File: src/rtl/sobel_row_feeder_pkg.sv
// rtl/sobel_row_feeder_pkg.sv - shared types and helpers for the sobel row feeder
// Holds the default pixel width, the feeder state encoding and the
// column-to-bit-offset helper used wherever a packed row bus is sliced.
package sobel_row_feeder_pkg;

   localparam int PIX_W_DEF = 8;

   typedef enum logic [1:0] {
      IDLE  = 2'd0,
      FILL  = 2'd1,
      FLUSH = 2'd2
   } feeder_state_t;

   // Bit offset of column c inside a packed row of w-bit pixels.
   function automatic int col_off(input int c, input int w);
      return c * w;
   endfunction

endpackage

File: src/rtl/sobel_row_neighbours.sv
// rtl/sobel_row_neighbours.sv - left/right neighbour buses with edge replication
// Ports:
//   row_cur   in  packed row, column c at [c*PIX_W +: PIX_W]
//   row_left  out left neighbour per column, column 0 repeats itself
//   row_right out right neighbour per column, column COLS-1 repeats itself
module sobel_row_neighbours
   import sobel_row_feeder_pkg::*;
#(
   parameter int COLS  = 8,
   parameter int PIX_W = PIX_W_DEF
) (
   input  logic [COLS*PIX_W-1:0] row_cur,
   output logic [COLS*PIX_W-1:0] row_left,
   output logic [COLS*PIX_W-1:0] row_right
);

   for (genvar c = 0; c < COLS; c++) begin : g_col
      localparam int LC = (c == 0) ? 0 : c - 1;
      localparam int RC = (c == COLS - 1) ? COLS - 1 : c + 1;
      assign row_left[col_off(c, PIX_W) +: PIX_W]  = row_cur[col_off(LC, PIX_W) +: PIX_W];
      assign row_right[col_off(c, PIX_W) +: PIX_W] = row_cur[col_off(RC, PIX_W) +: PIX_W];
   end

endmodule

File: src/rtl/sobel_row_feeder.sv
// rtl/sobel_row_feeder.sv - raster pixel stream to parallel row feeder for the sobel array
// Ports:
//   clk, rst_n                 clock, asynchronous active-low reset
//   s_pixel/s_valid/s_ready    raster pixel stream, s_sof/s_eof frame markers
//   row_cur/row_left/row_right packed row and its neighbour buses
//   row_valid                  one-cycle strobe per emitted row (array advance)
//   row_first/row_last         top-border replica / final bottom-border replica
//   busy                       feeder not idle
//   frame_err                  sticky protocol error, cleared by an accepted s_sof
module sobel_row_feeder
   import sobel_row_feeder_pkg::*;
#(
   parameter int COLS       = 8,
   parameter int PIX_W      = PIX_W_DEF,
   parameter int FLUSH_ROWS = 2
) (
   input  logic                   clk,
   input  logic                   rst_n,
   input  logic [PIX_W-1:0]       s_pixel,
   input  logic                   s_valid,
   input  logic                   s_sof,
   input  logic                   s_eof,
   output logic                   s_ready,
   output logic [COLS*PIX_W-1:0]  row_cur,
   output logic [COLS*PIX_W-1:0]  row_left,
   output logic [COLS*PIX_W-1:0]  row_right,
   output logic                   row_valid,
   output logic                   row_first,
   output logic                   row_last,
   output logic                   busy,
   output logic                   frame_err
);

   localparam int          CW        = $clog2(COLS);
   localparam logic [CW-1:0] LAST_COL = CW'(COLS - 1);
   localparam logic [1:0]  FLUSH_CNT = 2'(FLUSH_ROWS);

   feeder_state_t     state;
   logic [CW-1:0]     col;
   logic              armed;      // next completed row is the first of its frame
   logic              rep_pend;   // top-border replica due next cycle
   logic [1:0]        flush_cnt;
   // The last column never needs storing: it arrives with the completing transfer.
   logic [PIX_W-1:0]  fill [COLS-1];

   logic              xfer;
   logic              take;
   logic              done;
   logic              armed_eff;
   logic              err_next;
   logic [CW-1:0]     ec;

   assign s_ready = (state != FLUSH);
   assign busy    = (state != IDLE);

   always_comb begin
      xfer      = s_valid && s_ready;
      take      = xfer && (s_sof || state == FILL);
      ec        = s_sof ? '0 : col;
      armed_eff = s_sof || armed;
      done      = take && (s_eof || ec == LAST_COL);
      err_next  = frame_err;
      // An s_sof inside an open frame is itself an error, so it never clears the flag.
      if (xfer && s_sof)
         err_next = (state == FILL);
      if (take && s_eof && ec != LAST_COL)
         err_next = 1'b1;
   end

   always_ff @(posedge clk) begin
      if (take && !done)
         fill[ec] <= s_pixel;
   end

   always_ff @(posedge clk or negedge rst_n) begin
      if (!rst_n) begin
         state     <= IDLE;
         col       <= '0;
         armed     <= 1'b0;
         rep_pend  <= 1'b0;
         flush_cnt <= '0;
         row_cur   <= '0;
         row_valid <= 1'b0;
         row_first <= 1'b0;
         row_last  <= 1'b0;
         frame_err <= 1'b0;
      end else begin
         row_valid <= 1'b0;
         row_first <= 1'b0;
         row_last  <= 1'b0;
         frame_err <= err_next;
         case (state)
            IDLE, FILL: begin
               if (rep_pend) begin
                  row_valid <= 1'b1;
                  rep_pend  <= 1'b0;
               end
               if (take) begin
                  if (s_sof)
                     armed <= 1'b1;
                  if (done) begin
                     // Columns at or beyond the completing one take s_pixel,
                     // which both completes a full row and pads a short one.
                     for (int c = 0; c < COLS - 1; c++)
                        row_cur[col_off(c, PIX_W) +: PIX_W] <= (c < int'(ec)) ? fill[c] : s_pixel;
                     row_cur[col_off(COLS - 1, PIX_W) +: PIX_W] <= s_pixel;
                     row_valid <= 1'b1;
                     row_first <= armed_eff;
                     rep_pend  <= armed_eff;
                     armed     <= 1'b0;
                     col       <= '0;
                     if (s_eof) begin
                        state     <= FLUSH;
                        flush_cnt <= FLUSH_CNT;
                     end else begin
                        state <= FILL;
                     end
                  end else begin
                     col   <= ec + CW'(1);
                     state <= FILL;
                  end
               end
            end
            FLUSH: begin
               if (rep_pend) begin
                  row_valid <= 1'b1;
                  rep_pend  <= 1'b0;
               end else if (flush_cnt != 2'd0) begin
                  row_valid <= 1'b1;
                  row_last  <= (flush_cnt == 2'd1);
                  flush_cnt <= flush_cnt - 2'd1;
               end else begin
                  state <= IDLE;
               end
            end
            default: state <= IDLE;
         endcase
      end
   end

   sobel_row_neighbours #(
      .COLS  (COLS),
      .PIX_W (PIX_W)
   ) u_neighbours (
      .row_cur   (row_cur),
      .row_left  (row_left),
      .row_right (row_right)
   );

endmodule

File: config.mk
export PLATFORM = sky130hd
export DESIGN_NAME = sobel_row_feeder
export DESIGN_NICKNAME = d
export VERILOG_FILES = /design/src/rtl/sobel_row_feeder_pkg.sv /design/src/rtl/sobel_row_neighbours.sv /design/src/rtl/sobel_row_feeder.sv
export SDC_FILE = /design/constraint.sdc
export NUM_CORES = 1
export LEC_CHECK = 0
export ABC_AREA = 0
export BUFFER_PORTS_ARGS = -buffer_cell sky130_fd_sc_hd__buf_4
export CAP_MARGIN = 5
export CORE_MARGIN = 2
export CORE_UTILIZATION = 53
export CTS_BUF_LIST = sky130_fd_sc_hd__clkbuf_4 sky130_fd_sc_hd__clkbuf_8
export DETAILED_ROUTE_END_ITERATION = 12
export MAX_ROUTING_LAYER = met4
export PLACE_DENSITY = 0.79
export SLEW_MARGIN = 10
export SYNTH_ARGS = -nofsm -noshare
export SYNTH_HDL_FRONTEND = slang
export SYNTH_SLANG_ARGS = --single-unit
File: constraint.sdc
create_clock -name clk -period 3.7 [get_ports clk]
set_input_delay 0.74 -clock clk [delete_from_list [all_inputs] [get_ports clk]]
set_output_delay 0.74 -clock clk [all_outputs]
set_load 0.01 [all_outputs]
# Word-level counts from Yosys, hierarchy flattened
# Memory sizes are Yosys's and may differ from the RTL's.
# Index checks and enable logic that the tools add are counted.
dict set report totals {
  regBits 77
  latch_bits 0
  mem_bits_rw 56
  rom_bits 0
  inputBits 13
  output_inout_bits 198
  elab_cells 95
  mem_count 1
}
dict set report classes {
  addsub 2
  multipliers 0
  div_mod_pow 0
  order_cmp 7
  eq_ne 12
  shift 0
  n_mux 40
  n_bitwise 0
  reduce_logical 23
}
# memory words width rd rd_ports_with_merged_regs write_ports line
set mem_list {}
lappend mem_list {fill 7 8 7 0 1 sobel_row_feeder.sv:44} ;# logic [PIX_W-1:0] fill [COLS-1];
# cell n
set op_table {}
lappend op_table {{2-to-1 mux 8 bit} 7}
lappend op_table {{2-to-1 mux 2 bit} 10}
lappend op_table {{2-to-1 mux 1 bit} 17}
lappend op_table {{!= test 2 bit (second input constant)} 7}
lappend op_table {{nonzero test 2 bit} 5}
lappend op_table {{less-than comparator 3 bit (first input constant)} 3}
lappend op_table {{AND reduction 3 bit} 3}
lappend op_table {{one-hot mux 2 bit (2 select lines)} 2}
lappend op_table {{logical AND 1 bit} 7}
lappend op_table {{less-than comparator 1 x 3 -> 1 bit (first input constant)} 2}
lappend op_table {{less-than comparator 2 x 3 -> 1 bit (first input constant)} 2}
lappend op_table {{2-to-1 mux 3 bit} 2}
lappend op_table {{AND reduction 6 bit} 1}
lappend op_table {{== test 2 x 1 -> 1 bit (second input constant)} 2}
lappend op_table {{one-hot mux 1 bit (2 select lines)} 2}
lappend op_table {{adder 3 x 1 -> 3 bit (second input constant)} 1}
lappend op_table {{== test 3 bit (second input constant)} 1}
lappend op_table {{logical OR 1 bit} 3}
lappend op_table {{!= test 3 bit (second input constant)} 1}
lappend op_table {{== test 2 bit (second input constant)} 1}
lappend op_table {{zero test 2 bit} 1}
lappend op_table {{AND reduction 2 bit} 1}
lappend op_table {{OR reduction 2 bit} 1}
lappend op_table {{subtractor 2 x 1 -> 2 bit (second input constant)} 1}
lappend op_table {{zero test 1 bit} 1}

# Depth between registers and ports, before layout
# Gate-level depths: netlist (run 1).
dict set report logic_depth {
  ltp_word 8
  depth_mapped 11
}

# Hierarchy
# A second synthesis (run 1) with hierarchy kept.
dict set report hier_totals {
  cells_unflattened 586
  area_unflattened_um2 6869.1
}
# mod n_inst cells_each area_per_inst_um2 seq_area_each_um2
set by_module_without_submodules {}
lappend by_module_without_submodules {sobel_row_feeder 1 458 5908.2 3608.5}
lappend by_module_without_submodules {sobel_row_neighbours 1 128 960.9 0.0}

# Least setup slack after synthesis (run 1)
# OpenSTA, ideal clock, no wires.
dict set report synth_path {
  path_kind {input port to flip-flop}
  start {in s_sof}
  end {mem fill[4][0] (netlist bit), enable pin}
  setup_time_ns 0.395
  t_arrival_ns 2.601
  slack_ns 0.705
  cell_stages 8
  n_path_buf 2
  cell_sequence {nand2b_1 buf_2 inv_2 buf_2 ha_1 nor2_1 o211ai_1 nor4_1}
}
dict set report synth_between {
  elab_chain_len 8
  word_cells_on_any_way 10
  classes_between {eq/ne: 1; mux: 3; reduce/logical: 6}
}
# item line
set synth_lines {}
lappend synth_lines {{from (decl)} sobel_row_feeder.sv:21} ;# input logic s_sof,
lappend synth_lines {{2-to-1 mux 3 bit} sobel_row_feeder.sv:59} ;# ec = s_sof ? '0 : col;
lappend synth_lines {{== test 3 bit} sobel_row_feeder.sv:61} ;# done = take && (s_eof || ec == LAST_COL);
lappend synth_lines {{logical OR 1 bit} sobel_row_feeder.sv:61}
lappend synth_lines {{logical AND 1 bit} sobel_row_feeder.sv:61}
lappend synth_lines {{zero test 1 bit} sobel_row_feeder.sv:71} ;# if (take && !done)
lappend synth_lines {{logical AND 1 bit} sobel_row_feeder.sv:71}
lappend synth_lines {{2-to-1 mux 1 bit} sobel_row_feeder.sv:71}
lappend synth_lines {{2-to-1 mux 1 bit (implied by the code)} sobel_row_feeder.sv:72} ;# fill[ec] <= s_pixel;
lappend synth_lines {{to (decl)} sobel_row_feeder.sv:44}
# Parallel ways exist; a longest one is shown, timed or not.

# Final worst setup path (run 1)
dict set report layout_path {
  start {reg col[0]}
  end {reg row_cur[62]}
}
dict set report layout_between {
  elab_chain_len 5
}
# item line
set layout_lines {}
lappend layout_lines {{from (decl)} sobel_row_feeder.sv:39} ;# logic [CW-1:0] col;
lappend layout_lines {{from (signal assigned)} sobel_row_feeder.sv:119} ;# col <= ec + CW'(1);
lappend layout_lines {{2-to-1 mux 3 bit} sobel_row_feeder.sv:59}
lappend layout_lines {{== test 3 bit} sobel_row_feeder.sv:61}
lappend layout_lines {{logical OR 1 bit} sobel_row_feeder.sv:61}
lappend layout_lines {{logical AND 1 bit} sobel_row_feeder.sv:61}
lappend layout_lines {{AND reduction 3 bit (no source line)} --}
lappend layout_lines {{to (signal, indexed assignment)} sobel_row_feeder.sv:105} ;# row_cur[col_off(c, PIX_W) +: PIX_W] <= (c < int'(ec)) ? fill[c] : s_pixel;
lappend layout_lines {{to (signal, indexed assignment)} sobel_row_feeder.sv:106} ;# row_cur[col_off(COLS - 1, PIX_W) +: PIX_W] <= s_pixel;
lappend layout_lines {{to (decl)} sobel_row_feeder.sv:24} ;# output logic [COLS*PIX_W-1:0] row_cur,
# No other way between the ends.
# A chain may end at the register's enable or synchronous reset.

==> run summary, run 1 <==
Pwr Total = 6.789 mW
hold crit path type = in2async
TritonCTS clock tree = yes
Synth Area in Adders = 0.007286
post-synthesis sequential area ratio = 0.5253
WHS = 465.2 ps
Synth Area in Compound Gates = 0.1641
initial core utilization = 0.5443
Die Width = 117.8 um
DRC Markers = 0
worst vdd ir = 0.4722 mV
XOR/XNOR share of the synthesized area = 0
largest family of logic cells by synthesized area = buffers and inverters
skew final = 13.47 ps
most common cell after layout, fill and taps aside = buf_4
part of the cycle the worst path needs = 0.7803
antenna cells = 0
critical path arrival = 3210 ps
Post-Place Setup Slack = 450.7 ps
H-tree levels = 4
Async SR Flop Fraction = 0.5789
Final Max Slew Viols = 0
Pre-antenna DRT Iters = 6
Post-Syn Area = 6869 um^2
setup ws final = 813.1 ps
#FFs+latches synth = 133
Avg Cell Area, Syn = 11.72 um^2
port bufs = 210
Setup-failing EPs final = 0
post-synth cell types = 52
via count = 4744
Synthesis Warnings = 0
Most used DFF post-synth = dfrtp_1
worst-path fanout max = 57
DIE AREA = 13890 um^2
Core Area = 12620 um^2
Pleak = 3.384 nW
initial DRC count = 415
CTS buffer count = 17
setup TNS = 0 ps
post-route cell area = 7898 um^2
DR WL met2 = 7.977 mm
Overall Global Routing Usage = 0.2325
metal3 WL = 1.251 mm
M1 wire length = 6.339 mm
largest area contributor in the netlist = dfrtp_1
Max-Cap Viols = 0
DIE HEIGHT = 117.8 um
Setup Buffers After CTS = 0
cts hold-fix bufs = 0
nets = 669
initial antenna violation count = 0
routed len/inst = 18.88 um
CTS Root Buffer Type = clkbuf_8
Clock Path Buffers = 2
Final GP Congestion = 0.8350
FMAX = 346.4 MHz
gr ovfl total = 0
DP HPWL = 10.05 mm
Setup crit start kind = flip-flop
TritonCTS Sinks = 133
RSZ-0062 raised after global routing = no
kind of critical path = reg2reg
leading post-synthesis cells by cell area = dfrtp_1, edfxtp_1, buf_4
vias in the first global route = 4607
first-pass GRT wire length = 24.92 mm
area post-placement = 7526 um^2
status = completed
Max transition margin = 0.3239
site row count = 41
Final Hold Vio Count = 0
Post-Synthesis Net Count = 603
worst-skew pair later-pin latency = 440 ps
Post-Synthesis Cells = 586
CP required = 4020 ps
simple-gate share of the synthesized area = 0.06958
fraction of final layout cells sized beyond drive strength 1 = 0.4647
Routed WL = 15.80 mm
power per cell area = 859.6 nW/um^2
most frequent cells in the layout = buf_4, dfrtp_1, a31oi_1, edfxtp_1, o21ai_0
CTS clk-pin slew, worst paths = 80 ps
DR top layer = met4
Vias/cell = 5.668
pin count of the biggest net entering global routing = 78
Yosys top cell area share = 0.2805
mux cell area share after synthesis = 0.05301
Detail Route Antenna Nets = 0
I/O pin count = 211
Post-synth EDFFs = 56
Worst setup EP type = flip-flop
Worst-Margin Slew = 1012 ps
Synth-to-Final Area Change = 14.97%
Final Critical Period = 2887 ps
post-CTS sizing = 0
-- metal layers --
metal	GRT usage	vias to the layer above
li1	-	2143
met1	0.2917	2334
met2	0.3703	244
met3	0.05087	23
met4	0.09111	0
met5	-	-
-- area by class of cell --
type,count,area (um^2)
Fill cell,1009,4722
Sequential cell,133,3608
Multi-Input combinational cell,276,2027
Timing Repair Buffer,219,1657
Clock buffer,20,262.8
Tap cell,172,215.2
Clock inverter,12,108.9
Inverter,5,18.77
-- cell families (layout without fill, tap and decap cells) --
logic type / count (synthesis) / after routing
compound gates: 155 / 155
buf+inv: 177 / 256
simple gates: 84 / 84
flops: 133 / 133
fa+ha+maj: 4 / 4
mux: 33 / 33
-- critical path: stages (launching register included) --
cell     delay [ps]
dfrtp_1         590
nor2b_1         310
ha_1            210
ha_1            210
or2_2           130
buf_4           490
nand3_2         400
mux2_4          410
-- cell usage after synthesis (2+ instances only) --
master,instances
nor4_1,3
buf_2,15
ha_1,4
nor2_1,8
a21o_1,2
a21oi_1,6
clkbuf_2,2
clkbuf_1,16
a31oi_1,70
or2_2,2
a31oi_2,20
o21ai_0,26
nand3_1,10
buf_8,2
mux2_4,6
mux2_2,3
inv_1,4
dfrtp_1,77
nand3b_1,17
buf_6,6
nor2b_1,6
buf_4,130
nor3_1,2
a21oi_2,20
and3_1,4
edfxtp_1,56
mux2i_1,24
nand2_1,20
nand2b_1,2
-- stage by stage --
| step | instances | util |
|---|---|---|
| 6_report | 837 | 0.6258 |
| 5_1_grt | 837 | 0.6258 |
| 4_1_cts | 837 | 0.6258 |
| 3_5_place_dp | 805 | 0.5964 |
| 3_3_place_gp | 805 | 0.5964 |
| 2_1_floorplan | 586 | - |
-- final timing paths --
path | from | endpoint | slack [ps] | cells past startpoint
max in group asynchronous | rst_n | row_cur[23]$_DFFE_PN0P_ | 2610 | 1
setup / recovery | col[0]$_DFFE_PN0P_ | row_cur[62]$_DFFE_PN0P_ | 810 | 7
hold reg to reg | armed$_DFFE_PN0P_ | armed$_DFFE_PN0P_ | 520 | 1
setup reg to reg | col[0]$_DFFE_PN0P_ | row_cur[62]$_DFFE_PN0P_ | 810 | 7
min in group clk | armed$_DFFE_PN0P_ | armed$_DFFE_PN0P_ | 520 | 1
hold / removal | rst_n | row_cur[58]$_DFFE_PN0P_ | 470 | 1
-- registers in the layout, indices dropped and copies added, names as in the netlist --
name / flops
flush_cnt: 2
armed: 1
frame_err: 1
state: 2
row_first: 1
fill: 56
row_last: 1
rep_pend: 1
row_cur: 64
col: 3
row_valid: 1
-- report_power, final --
| group | internal (mW) | switching, mW | leakage, nW |
|---|---|---|---|
| registers | 1.95 | 0.480 | 1.37 |
| logic | 1.69 | 1.54 | 1.83 |
| clock network | 0.561 | 0.566 | 0.178 |
| total | 4.20 | 2.59 | 3.38 |
No activity file was read; power rests on OpenSTA's default activity.
==> run 2, diff against run 1 <==
==> constraint.sdc (replaced) <==
create_clock -name clk -period 3 [get_ports clk]
set_input_delay 0.6 -clock clk [delete_from_list [all_inputs] [get_ports clk]]
set_output_delay 0.6 -clock clk [all_outputs]
set_load 0.01 [all_outputs]
==> run summary, run 2 (synthesis gave the netlist of run 1 again) <==
Pre-antenna DRT Iters = 5
Max-Cap Viols = 0
port bufs = 210
CTS Root Buffer Type = clkbuf_8
CP required = 3100 ps
antenna cells = 0
Crit path max-delay family = simple AND/OR/NAND/NOR gates
Detail Route Antenna Nets = 0
hold crit path type = in2async
area post-placement = 7564 um^2
setup TNS = 0 ps
skew final = 9.758 ps
R2R setup slack = 610 ps
DIE HEIGHT = 117.8 um
FF-to-FF path depth = 6
Core Area = 12620 um^2
Worst-Margin Slew = 990.4 ps
critical path arrival = 2490 ps
Clock Path Buffers = 2
RSZ-0062 raised after global routing = no
cts hold-fix bufs = 0
site row count = 41
TritonCTS clock tree = yes
status = completed
CTS buffer count = 17
WHS = 286.8 ps
pin count of the biggest net entering global routing = 78
Die Width = 117.8 um
Setup Buffers After CTS = 0
I/O pin count = 211
DP HPWL = 10.22 mm
most frequent cells in the layout = buf_4, dfrtp_1, a31oi_1, edfxtp_1, o21ai_0
Buf/Inv on CP = 0
Setup-failing EPs final = 0
Overall Global Routing Usage = 0.2326
FMAX = 417.9 MHz
nets = 674
Final Hold Vio Count = 0
max reg flops = 64
post-route cell area = 7980 um^2
most common cell after layout, fill and taps aside = buf_4
Post-Place Setup Slack = 324.3 ps
power per cell area = 1074 nW/um^2
setup ws final = 607.0 ps
slowest stage delay, CP = 530 ps
fraction of final layout cells sized beyond drive strength 1 = 0.4687
FILL cells = 1004
first-pass GRT wire length = 24.79 mm
Final Critical Period = 2393 ps
vias in the first global route = 4660
Routed WL = 15.71 mm
TritonCTS Sinks = 133
initial DRC count = 288
worst r2r src = col[0]$_DFFE_PN0P_
CP dominant cell by count = ha_1
Finished Layout Cells = 842
CTS clk-pin slew, worst paths = 80 ps
worst vdd ir = 0.5303 mV
gr ovfl total = 0
Pwr Total = 8.569 mW
Slowest-stage cell, CP = dfrtp_1
Worst setup EP type = flip-flop
Final GP Congestion = 0.8531
CP Cell Sequence = nor2b_1 -> ha_1 -> ha_1 -> nor2_1 -> o211a_1 -> and3_1
Largest Register = row_cur
Final Max Slew Viols = 0
kind of critical path = reg2reg
part of the cycle the worst path needs = 0.7977
placed cell count = 810
H-tree levels = 4
Vias/cell = 5.705
Pleak = 3.435 nW
DIE AREA = 13890 um^2
reg2reg end = fill[2][4]$_DFFE_PP_
DRC Markers = 0
initial antenna violation count = 0
Top Registers = row_cur: 64 flops, fill: 56 flops, col: 3 flops
post-CTS sizing = 0
worst-skew pair later-pin latency = 440 ps
Final Util = 0.6324
Synth-to-Final Area Change = 16.17%
initial core utilization = 0.5443
Setup crit start kind = flip-flop
worst-path fanout max = 13
routed len/inst = 18.66 um
Max transition margin = 0.3397
via count = 4804
run 2: worst max path at each step:
stage | from | to | slack [ps] | depth (start not counted)
after floorplan | s_sof | fill[4][0]$_DFFE_PP_ | 140 | 8
after global placement | s_sof | fill[2][5]$_DFFE_PP_ | 400 | 7
after detailed placement | s_sof | row_cur[2]$_DFFE_PN0P_ | 320 | 8
after CTS | col[0]$_DFFE_PN0P_ | fill[2][1]$_DFFE_PP_ | 620 | 6
after global routing | col[0]$_DFFE_PN0P_ | fill[4][3]$_DFFE_PP_ | 360 | 7
final | col[0]$_DFFE_PN0P_ | fill[2][4]$_DFFE_PP_ | 610 | 6
run 2: layout make-up:
cell class / instances / area [um^2] / share of cell area
Inverter: 5 / 18.77 / 0.002352
Multi-Input combinational cell: 276 / 2027 / 0.2540
Timing Repair Buffer: 224 / 1694 / 0.2123
Tap cell: 172 / 215.2 / 0.02697
Clock inverter: 14 / 175.2 / 0.02195
Clock buffer: 18 / 241.5 / 0.03026
Sequential cell: 133 / 3608 / 0.4522
run 2: metal layers:
| layer | vias to the layer above | global-route usage | wire, um |
|---|---|---|---|
| li1 | 2154 | - | - |
| met1 | 2375 | 0.2850 | 6238 |
| met2 | 242 | 0.3721 | 8014 |
| met3 | 33 | 0.05620 | 1100 |
| met4 | 0 | 0.09563 | 357 |
| met5 | - | - | 0 |
run 2: worst register-to-register path: stages, from the launching register on:
cell	delay (ps)
dfrtp_1	530
nor2b_1	230
ha_1	220
ha_1	240
nor2_1	160
o211a_1	240
and3_1	420
run 2: power by group:
part | internal (mW) | switching, mW
Combinational | 2.09 | 1.92
Clock | 0.838 | 0.724
Sequential | 2.41 | 0.589
==> run 3, diff against run 2 <==
--- a/config.mk
+++ b/config.mk
@@ -5,7 +5,7 @@
 export SDC_FILE = /design/constraint.sdc
 export NUM_CORES = 1
 export LEC_CHECK = 0
-export ABC_AREA = 0
+export ABC_AREA = 1
 export BUFFER_PORTS_ARGS = -buffer_cell sky130_fd_sc_hd__buf_4
 export CAP_MARGIN = 5
 export CORE_MARGIN = 2
@@ -13,7 +13,7 @@
 export CTS_BUF_LIST = sky130_fd_sc_hd__clkbuf_4 sky130_fd_sc_hd__clkbuf_8
 export DETAILED_ROUTE_END_ITERATION = 12
 export MAX_ROUTING_LAYER = met4
-export PLACE_DENSITY = 0.79
+export PLACE_DENSITY = 0.8
 export SLEW_MARGIN = 10
 export SYNTH_ARGS = -nofsm -noshare
 export SYNTH_HDL_FRONTEND = slang
==> constraint.sdc (replaced) <==
create_clock -name clk -period 2.42 [get_ports clk]
set_input_delay 0.484 -clock clk [delete_from_list [all_inputs] [get_ports clk]]
set_output_delay 0.484 -clock clk [all_outputs]
set_load 0.01 [all_outputs]
==> run summary, run 3 <==
cts hold-fix bufs = 0
Synthesis Warnings = 0
Yosys top cell area share = 0.3003
Final Max Slew Viols = 0
Post-Synthesis Cells = 684
TritonCTS Sinks = 133
Vias/cell = 4.983
Post-Syn Area = 6417 um^2
worst-skew pair later-pin latency = 430 ps
antenna cells = 0
post-route cell area = 7587 um^2
Final Hold Vio Count = 0
Most used DFF post-synth = dfrtp_1
RSZ-0062 raised after global routing = no
post-CTS sizing = 0
FILL cells = 1011
fraction of final layout cells sized beyond drive strength 1 = 0.3363
Slowest-stage cell, CP = dfrtp_1
part of the cycle the worst path needs = 0.8942
worst vdd ir = 0.6343 mV
CTS clk-pin slew, worst paths = 90 ps
placed cell count = 903
FF-to-FF path depth = 10
Worst setup EP type = flip-flop
slowest stage delay, CP = 460 ps
DP HPWL = 9.669 mm
CP Cell Sequence = nand2_1 -> inv_1 -> ha_1 -> ha_1 -> inv_1 -> nand2_1 -> nand4_1 -> buf_12 -> nand2_1 -> o21ai_1
R2R setup slack = 260 ps
site row count = 40
Seq pwr share = 0.356
routed len/inst = 15.07 um
Avg Cell Area, Syn = 9.382 um^2
Setup Buffers After CTS = 0
FMAX = 462.1 MHz
Detail Route Antenna Nets = 0
vias in the first global route = 4393
pin count of the biggest net entering global routing = 91
Finished Layout Cells = 935
Int Pwr = 6.431 mW
post-synth cell types = 23
DIE HEIGHT = 114.0 um
Sw Pwr = 3.874 mW
worst-path fanout max = 90
worst r2r src = col[1]$_DFFE_PN0P_
CTS buffer count = 17
power per cell area = 1358 nW/um^2
Pre-antenna DRT Iters = 4
via count = 4659
Pwr Total = 10.31 mW
DRC Markers = 0
initial DRC count = 266
Post-Synthesis Net Count = 701
hold crit path type = in2async
largest area contributor in the netlist = dfrtp_1
Worst-Margin Slew = 956.0 ps
most common cell after layout, fill and taps aside = nand2_1
critical path arrival = 2510 ps
skew final = 18.69 ps
#FFs+latches synth = 133
Synth-to-Final Area Change = 18.23%
CP dominant cell by count = nand2_1
Post-synth EDFFs = 56
Setup-failing EPs final = 0
CTS Root Buffer Type = clkbuf_8
Clock Power Share = 0.191
CP required = 2770 ps
nets = 792
multi-input logic area = 1588 um^2
max reg flops = 64
post-synthesis sequential area ratio = 0.5623
setup TNS = 0 ps
gr ovfl total = 0
switching part of the total = 0.3760
Max-Cap Viols = 0
Setup crit start kind = flip-flop
Die Width = 114.0 um
Reg area = 3608 um^2
Routed WL = 14.09 mm
I/O pin count = 211
Max transition margin = 0.3626
leading post-synthesis cells by cell area = dfrtp_1, edfxtp_1, buf_4
Final GP Congestion = 0.8433
reg2reg end = row_cur[40]$_DFFE_PN0P_
Overall Global Routing Usage = 0.2251
count leader, synth = nand2_1
Comb pwr share = 0.453
Clock Path Buffers = 2
Pleak = 3.819 nW
port bufs = 210
crit path from = col[1]$_DFFE_PN0P_
initial core utilization = 0.5388
Top Registers = row_cur: 64 flops, fill: 56 flops, col: 3 flops
area post-placement = 7163 um^2
kind of critical path = reg2reg
Largest Register = row_cur
commonest cells in the synthesized netlist = nand2_1, buf_4, dfrtp_1
H-tree levels = 4
Final Critical Period = 2164 ps
initial antenna violation count = 0
first-pass GRT wire length = 21.97 mm
Core Area = 11910 um^2
Async SR Flop Fraction = 0.5789
TritonCTS clock tree = yes
DIE AREA = 13000 um^2
most frequent cells in the layout = nand2_1, buf_4, dfrtp_1, edfxtp_1, o21ai_0
status = completed
[run 3: power by group through the flow]
stage	combinational, mW	clock, mW	sequential [mW]
2_1_floorplan	3.13	0	3.83
5_1_grt	5.06	2.11	3.79
6_report	4.67	1.96	3.67
3_3_place_gp	4.65	0	3.69
4_1_cts	4.73	2.00	3.69
3_5_place_dp	4.71	0	3.72
[run 3: cell type report]
type / count / area share
clock buffers: 19 / 0.03282
clock inverters: 13 / 0.02309
inverters: 29 / 0.01468
multi-input cells: 373 / 0.2093
flip-flops and latches: 133 / 0.4756
well taps: 147 / 0.02424
repair buffers: 221 / 0.2203
[run 3: kinds of logic after synthesis]
kind of cell	synth area share
AOI/OAI and AO/OA	0.05869
adders and majority gates	0.007799
buffers and inverters	0.1903
DFF	0.5623
and+or+nand+nor	0.1809
[run 3: metal layers]
metal	track usage	up-vias	routed length (um)
li1	-	2251	-
met1	0.2838	2197	5814
met2	0.3663	193	7172
met3	0.04570	18	904
met4	0.07642	0	198
met5	-	-	0
[run 3: critical path, delay by kind of cell (launching register included)]
family / cells / cell delay, ps
simple gates: 4 / 610
compound gates: 1 / 100
flops: 1 / 460
buf+inv: 3 / 520
fa+ha+maj: 2 / 390
[run 3: worst max path at each step]
| stage | endpoint | slack [ps] | depth (start not counted) |
|---|---|---|---|
| floorplan | fill[1][0]$_DFFE_PP_ | 100 | 8 |
| global placement | fill[1][0]$_DFFE_PP_ | 90 | 10 |
| detailed placement | row_cur[25]$_DFFE_PN0P_ | 100 | 12 |
| CTS | fill[3][0]$_DFFE_PP_ | 250 | 8 |
| global route | fill[3][0]$_DFFE_PP_ | 70 | 8 |
| finish | row_cur[40]$_DFFE_PN0P_ | 260 | 10 |
[run 3: stage by stage]
| step | worst slack [ps] | utilization | hold WS (ps) |
|---|---|---|---|
| floorplan | 100.1 | - | 188.4 |
| global placement | 86.53 | 0.6014 | 495.1 |
| detailed placement | 97.04 | 0.6014 | 510.9 |
| CTS | 251.1 | 0.6370 | 234.3 |
| global route | 72.80 | 0.6370 | 249.6 |
| finish | 255.9 | 0.6370 | 186.7 |
